[src/rtl/buzz_seq.sv]
`default_nettype none
// ============================================================================
// buzz_seq : ROM-driven piezo tune player with per-note tone/gap shaping.
// Revision : 1.0
// ============================================================================
module buzz_seq #(
  parameter int   DIV_SHIFT  = 0,
  parameter int   GAP_NUM    = 1,
  parameter int   GAP_DEN    = 5,
  parameter logic IDLE_LEVEL = 1'b1
) (
  input  logic       clk,
  input  logic       rst,
  input  logic       start,
  input  logic [1:0] song_sel,
  input  logic       loop,
  input  logic       stop,
  output logic       buzzer,
  output logic       busy,
  output logic       done,
  output logic [5:0] note_idx
);

  localparam logic [0:0] c_st_idle = 1'b0;
  localparam logic [0:0] c_st_play = 1'b1;

  // --------------------------------------------------------------------------
  // Note tables
  // --------------------------------------------------------------------------
  function automatic logic [16:0] base_period(input logic [2:0] code);
    logic [16:0] p;
    case (code)
      3'd0:    p = 17'd98800;
      3'd1:    p = 17'd95600;
      3'd2:    p = 17'd85150;
      3'd3:    p = 17'd75850;
      3'd4:    p = 17'd71600;
      3'd5:    p = 17'd63750;
      3'd6:    p = 17'd56800;
      default: p = 17'd50600;
    endcase
    return p;
  endfunction

  function automatic logic [8:0] rep_count(input logic [2:0] code);
    logic [8:0] r;
    case (code)
      3'd0:    r = 9'd242;
      3'd1:    r = 9'd250;
      3'd2:    r = 9'd281;
      3'd3:    r = 9'd315;
      3'd4:    r = 9'd334;
      3'd5:    r = 9'd375;
      3'd6:    r = 9'd421;
      default: r = 9'd472;
    endcase
    return r;
  endfunction

  function automatic logic [8:0] sound_thresh(input logic [2:0] code);
    logic [31:0] prod;
    prod = 32'(rep_count(code)) * 32'(GAP_DEN - GAP_NUM);
    prod = prod / 32'(GAP_DEN);
    return prod[8:0];
  endfunction

  // --------------------------------------------------------------------------
  // Song ROM: song 0 is built from three distinct 8-note bars (A B C C A B)
  // --------------------------------------------------------------------------
  function automatic logic [2:0] bar_a(input logic [2:0] pos);
    logic [2:0] c;
    case (pos)
      3'd0, 3'd1: c = 3'd1;
      3'd2, 3'd3: c = 3'd5;
      3'd4, 3'd5: c = 3'd6;
      3'd6:       c = 3'd5;
      default:    c = 3'd0;
    endcase
    return c;
  endfunction

  function automatic logic [2:0] bar_b(input logic [2:0] pos);
    logic [2:0] c;
    case (pos)
      3'd0, 3'd1: c = 3'd4;
      3'd2, 3'd3: c = 3'd3;
      3'd4, 3'd5: c = 3'd2;
      3'd6:       c = 3'd1;
      default:    c = 3'd0;
    endcase
    return c;
  endfunction

  function automatic logic [2:0] bar_c(input logic [2:0] pos);
    logic [2:0] c;
    case (pos)
      3'd0, 3'd1: c = 3'd5;
      3'd2, 3'd3: c = 3'd4;
      3'd4, 3'd5: c = 3'd3;
      3'd6:       c = 3'd2;
      default:    c = 3'd0;
    endcase
    return c;
  endfunction

  function automatic logic [2:0] song_code(input logic [1:0] song,
                                           input logic [5:0] idx);
    logic [2:0] c;
    c = 3'd0;
    case (song)
      2'd0: begin
        case (idx[5:3])
          3'd0, 3'd4: c = bar_a(idx[2:0]);
          3'd1, 3'd5: c = bar_b(idx[2:0]);
          3'd2, 3'd3: c = bar_c(idx[2:0]);
          default:    c = 3'd0;
        endcase
      end
      2'd1: c = (idx < 6'd48) ? 3'd7 : 3'd0;
      2'd2: begin
        case (idx)
          6'd0:    c = 3'd1;
          6'd1:    c = 3'd3;
          6'd2:    c = 3'd5;
          6'd3:    c = 3'd7;
          default: c = 3'd0;
        endcase
      end
      default: c = 3'd0;
    endcase
    return c;
  endfunction

  function automatic logic [5:0] song_last(input logic [1:0] song);
    logic [5:0] l;
    case (song)
      2'd0:    l = 6'd47;
      2'd1:    l = 6'd47;
      2'd2:    l = 6'd3;
      default: l = 6'd0;
    endcase
    return l;
  endfunction

  // --------------------------------------------------------------------------
  // State
  // --------------------------------------------------------------------------
  logic [0:0]  state_q,  state_d;
  logic [1:0]  song_q,   song_d;
  logic        loop_q,   loop_d;
  logic [5:0]  idx_q,    idx_d;
  logic [16:0] per_q,    per_d;
  logic [8:0]  rep_q,    rep_d;
  logic        buzzer_q, buzzer_d;
  logic        done_q,   done_d;

  logic [2:0]  w_code;
  logic [16:0] w_period;
  logic [16:0] w_half;
  logic [16:0] w_per_last;
  logic [8:0]  w_rep_last;
  logic [8:0]  w_thresh;
  logic        w_per_wrap;
  logic        w_note_end;
  logic        w_last_note;
  logic        w_gap;
  logic        w_tone_low;

  assign w_code      = song_code(song_q, idx_q);
  assign w_period    = base_period(w_code) >> DIV_SHIFT;
  assign w_half      = w_period >> 1;
  assign w_per_last  = (w_period == 17'd0) ? 17'd0 : w_period - 17'd1;
  assign w_rep_last  = rep_count(w_code);
  assign w_thresh    = sound_thresh(w_code);
  assign w_per_wrap  = (per_q >= w_per_last);
  assign w_note_end  = w_per_wrap && (rep_q >= w_rep_last);
  assign w_last_note = (idx_q >= song_last(song_q));

  // A zero numerator means no silent tail at all, so every repeat is toned.
  assign w_gap      = (GAP_NUM != 0) && (rep_q >= w_thresh);
  assign w_tone_low = (w_code != 3'd0) && !w_gap && (per_q >= w_half);

  always_comb begin
    state_d  = state_q;
    song_d   = song_q;
    loop_d   = loop_q;
    idx_d    = idx_q;
    per_d    = per_q;
    rep_d    = rep_q;
    done_d   = 1'b0;
    buzzer_d = IDLE_LEVEL;
    case (state_q)
      c_st_idle: begin
        if (start && !stop) begin
          state_d = c_st_play;
          song_d  = song_sel;
          loop_d  = loop;
          idx_d   = 6'd0;
          per_d   = 17'd0;
          rep_d   = 9'd0;
        end
      end
      c_st_play: begin
        if (stop) begin
          state_d = c_st_idle;
          idx_d   = 6'd0;
          per_d   = 17'd0;
          rep_d   = 9'd0;
        end else begin
          buzzer_d = w_tone_low ? ~IDLE_LEVEL : IDLE_LEVEL;
          if (!w_per_wrap) begin
            per_d = per_q + 17'd1;
          end else begin
            per_d = 17'd0;
            if (!w_note_end) begin
              rep_d = rep_q + 9'd1;
            end else begin
              rep_d = 9'd0;
              if (!w_last_note) begin
                idx_d = idx_q + 6'd1;
              end else if (loop_q) begin
                idx_d = 6'd0;
              end else begin
                state_d = c_st_idle;
                idx_d   = 6'd0;
                done_d  = 1'b1;
              end
            end
          end
        end
      end
      default: begin
        state_d = c_st_idle;
        idx_d   = 6'd0;
        per_d   = 17'd0;
        rep_d   = 9'd0;
      end
    endcase
  end

  always_ff @(posedge clk or posedge rst) begin
    if (rst) begin
      state_q  <= c_st_idle;
      song_q   <= 2'd0;
      loop_q   <= 1'b0;
      idx_q    <= 6'd0;
      per_q    <= 17'd0;
      rep_q    <= 9'd0;
      buzzer_q <= IDLE_LEVEL;
      done_q   <= 1'b0;
    end else begin
      state_q  <= state_d;
      song_q   <= song_d;
      loop_q   <= loop_d;
      idx_q    <= idx_d;
      per_q    <= per_d;
      rep_q    <= rep_d;
      buzzer_q <= buzzer_d;
      done_q   <= done_d;
    end
  end

  assign buzzer   = buzzer_q;
  assign busy     = (state_q == c_st_play);
  assign done     = done_q;
  assign note_idx = idx_q;

endmodule
`default_nettype wire

[config.mk]
export PLATFORM = sky130hd
export DESIGN_NAME = buzz_seq
export DESIGN_NICKNAME = d
export VERILOG_FILES = /design/src/rtl/buzz_seq.sv
export SDC_FILE = /design/constraint.sdc
export NUM_CORES = 1
export LEC_CHECK = 0
export CAP_MARGIN = 5
export CORE_UTILIZATION = 30
export DETAILED_ROUTE_END_ITERATION = 6
export SYNTH_ARGS = -nofsm -noshare
export SYNTH_HDL_FRONTEND = slang
export SYNTH_SLANG_ARGS = --single-unit
[constraint.sdc]
create_clock -name clk -period 9.86 [get_ports clk]
set_clock_uncertainty 0.1 [all_clocks]
set_input_delay 0.986 -clock clk [delete_from_list [all_inputs] [get_ports clk]]
set_output_delay 0.986 -clock clk [all_outputs]
set_load 0.05 [all_outputs]
==> flow_metrics.tcl <==
set metrics [dict create \
    status "completed" \
    syn_area_mm2 0.00412 \
    cp_max_fo 19 \
    setup_viol_count_final 0 \
    worstPathRequired_ns 9.97 \
    final_common_cell "ha_1" \
    critPathKind "flop to flop" \
    dr.pass1.iters 4 \
    cts_resized 0 \
    port_buffers 15 \
    syn_to_final_growth_pct 10.7 \
    max_clock_freq_ghz 0.158 \
    rr_worst_depth 25 \
    postRouteAntennaNets 0 \
    r2r-end "buzzer$_DFF_PP1_" \
    clk-insertion-delay-late_ns 0.29 \
    num_rows 42 \
    top_usage_layer "met2" \
    fin_cells 669 \
    clk_pin_slew_worst_paths_ns 0.06 \
    synth_area_leader_cell "dfrtp_1" \
    yosysWarningCount 0 \
    fin_setup_tns_ns 0 \
    placedCellCount 661 \
    cts_setup_buffers 0 \
    hold_path_depth 1 \
    tightest_slew_ns 0.822 \
    synth_sequential_area_ratio_pct 23.1 \
    die_area_mm2 0.0142 \
    core_area_mm2 0.0133 \
    rsz0062_at_grt "no" \
    overflow 0 \
    die_w_um 119 \
    grt_max_degree 39 \
    drc 0 \
    min_period_ns 6.34 \
    drive_above_1_share_pct 8.52 \
    hp-class "flop to flop" \
    antenna_cells 0 \
    ir_drop_uv 94.1 \
    use_met1_pct 21.0 \
    num_vias 3548 \
    place_congestion 0.915 \
    root_buffer "clkbuf_16" \
    clockBufferDepth 2 \
    final_cell_mix "74 x ha_1, 44 x nor2_1, 41 x nand2_1" \
    hold_start "loop_q$_DFFE_PP0P_" \
    synth_top_area_share_pct 22.5 \
    start_util_pct 31.0 \
    avgRoutedWirePerCell_um 15.4 \
    hold-path-endpoint "loop_q$_DFFE_PP0P_" \
    final_core_util_pct 34.3 \
    cts_buffers 5 \
    end_kind "flop" \
    synthCells 480 \
    synth_edf_count 0 \
    cts.sinks 38 \
    leakagePower_nw 2.15 \
    dieHeight_um 119 \
    vias_per_cell 5.30 \
    cts_tree "done" \
    synthTopCellsByArea "dfrtp_1 22%, ha_1 22%, o21ai_0 4.7%" \
    grt_pass1_wl_um 17800 \
    grt.total_usage_pct 15.5 \
    min_period_over_period_pct 64.3 \
    p_per_area_mw_per_mm2 135 \
    yosys.cell_types.count 70 \
    syn-num-nets 561 \
    gr-usage-met3_pct 2.06 \
    cp-start-kind "flop" \
    synth_ff_type "dfrtp_1" \
    grt_pass1_vias 3622 \
    ys_seq_elements 38 \
    htreeDepth 2 \
    fin_area_mm2 0.00456 \
    drt_iter0_markers 232 \
    grt_use_met2_pct 25.1 \
    async_flop_share_pct 100 \
    num_io_pins 16 \
    slew_headroom_pct 44.7 \
    syn_avg_cell_area_um2 8.58 \
    reg2reg_from "note_idx[2]$_DFFE_PP0P_" \
    maxCapViolCount 0 \
    antenna_found_initial 0 \
    routed_wl_um 10300 \
    critPathArrivalTime_ns 6.45 \
    dpl_cell_area_mm2 0.00441 \
    layout.nets 573 \
    maxSlewViolCount 0 \
    cts_hold_buffers 0 \
    hold_viol 0 \
    r2r_setup_slack_ns 3.52 \
    dpl.hpwl_um 8010 \
    fill_cells 1369 \
]
==> Yosys cell counts, drive strengths merged (8+ instances only) <==
| cell | n |
|---|---|
| ha | 74 |
| nor2 | 47 |
| nand2 | 41 |
| o21ai | 39 |
| dfrtp | 37 |
| inv | 30 |
| a21oi | 22 |
| nand3 | 20 |
| a21o | 15 |
| nand2b | 14 |
| nor3 | 13 |
| o31ai | 9 |
| a211oi | 8 |
| xnor2 | 8 |
| xor2 | 8 |
==> power by group <==
group          internal [mW]  switching [mW]  total [mW]
combinational          0.109           0.163       0.272
sequential             0.161          0.0108       0.172
clock                  0.100          0.0689       0.169
total                  0.370           0.243       0.614
==> metal layers <==
metal  up-vias  share of wire (%)
met1      1689                 49
met5         -                  0
met4         0                1.9
met2        66                 46
met3        15                3.2
li1       1778                  -
==> cell families (layout without fill, tap and decap cells) <==
kind of cell | after synthesis | count (layout) | synth area share [%]
fa+ha+maj | 74 | 74 | 22.5
buf+inv | 44 | 57 | 5.44
mux | 5 | 5 | 1.31
xor+xnor | 16 | 16 | 3.40
other cells | 1 | 1 | 0.0911
simple gates | 164 | 164 | 20.2
compound gates | 138 | 138 | 23.9
flops | 38 | 38 | 23.1
==> final cells by class <==
cell class / instances / area, um2 / area share (%)
multi-input cells: 398 / 2940 / 64.5
flip-flops and latches: 38 / 952 / 20.9
well taps: 176 / 220 / 4.83
repair buffers: 19 / 180 / 3.95
clock buffers: 6 / 139 / 3.05
inverters: 30 / 113 / 2.47
clock inverters: 2 / 12.5 / 0.274
==> stage by stage <==
step / hold slack, ns / total power, mW / worst slack (ns)
after floorplan: 0.381 / 0.387 / 4.23
after global placement: 0.393 / 0.437 / 3.75
after detailed placement: 0.400 / 0.444 / 3.55
after CTS: 0.414 / 0.617 / 3.54
after global routing: 0.442 / 0.665 / 2.78
final: 0.411 / 0.614 / 3.52
==> registers in the layout, indices dropped and copies added, names as in the netlist <==
signal / flops
note_idx: 6
done: 1
per_q: 17
buzzer: 1
busy: 1
loop_q: 1
song_q: 2
rep_q: 9
==> worst max-delay path by stage <==
stage	startpoint	endpoint	slack, ns	depth (start not counted)
after CTS	note_idx[2]$_DFFE_PP0P_	buzzer$_DFF_PP1_	3.54	25
after global routing	note_idx[2]$_DFFE_PP0P_	buzzer$_DFF_PP1_	2.78	25
final	note_idx[2]$_DFFE_PP0P_	buzzer$_DFF_PP1_	3.52	25
after global placement	note_idx[2]$_DFFE_PP0P_	buzzer$_DFF_PP1_	3.75	25
after floorplan	note_idx[2]$_DFFE_PP0P_	buzzer$_DFF_PP1_	4.23	26
after detailed placement	note_idx[2]$_DFFE_PP0P_	buzzer$_DFF_PP1_	3.55	25
==> critical path: stages, from the launching register on <==
cell and delay [ns]:
dfrtp_1 0.56, inv_1 0.18, ha_1 0.31, mux2i_1 0.06, nor4_1 0.64, o31a_1 0.68
nand2_1 0.31, ha_1 0.36, o211ai_1 0.16, inv_1 0.10, nor2_1 0.15, ha_1 0.27
o21ai_0 0.19, a21oi_1 0.09, a211oi_2 0.30, mux2_2 0.36, nand2_1 0.07, ha_1 0.21
nand2b_1 0.14, a21o_1 0.17, a21o_1 0.16, a21oi_1 0.14, nor2b_1 0.05, o21ai_0 0.13
a21oi_1 0.07, or3_1 0.30
No activity file was read; power rests on OpenSTA's default activity.
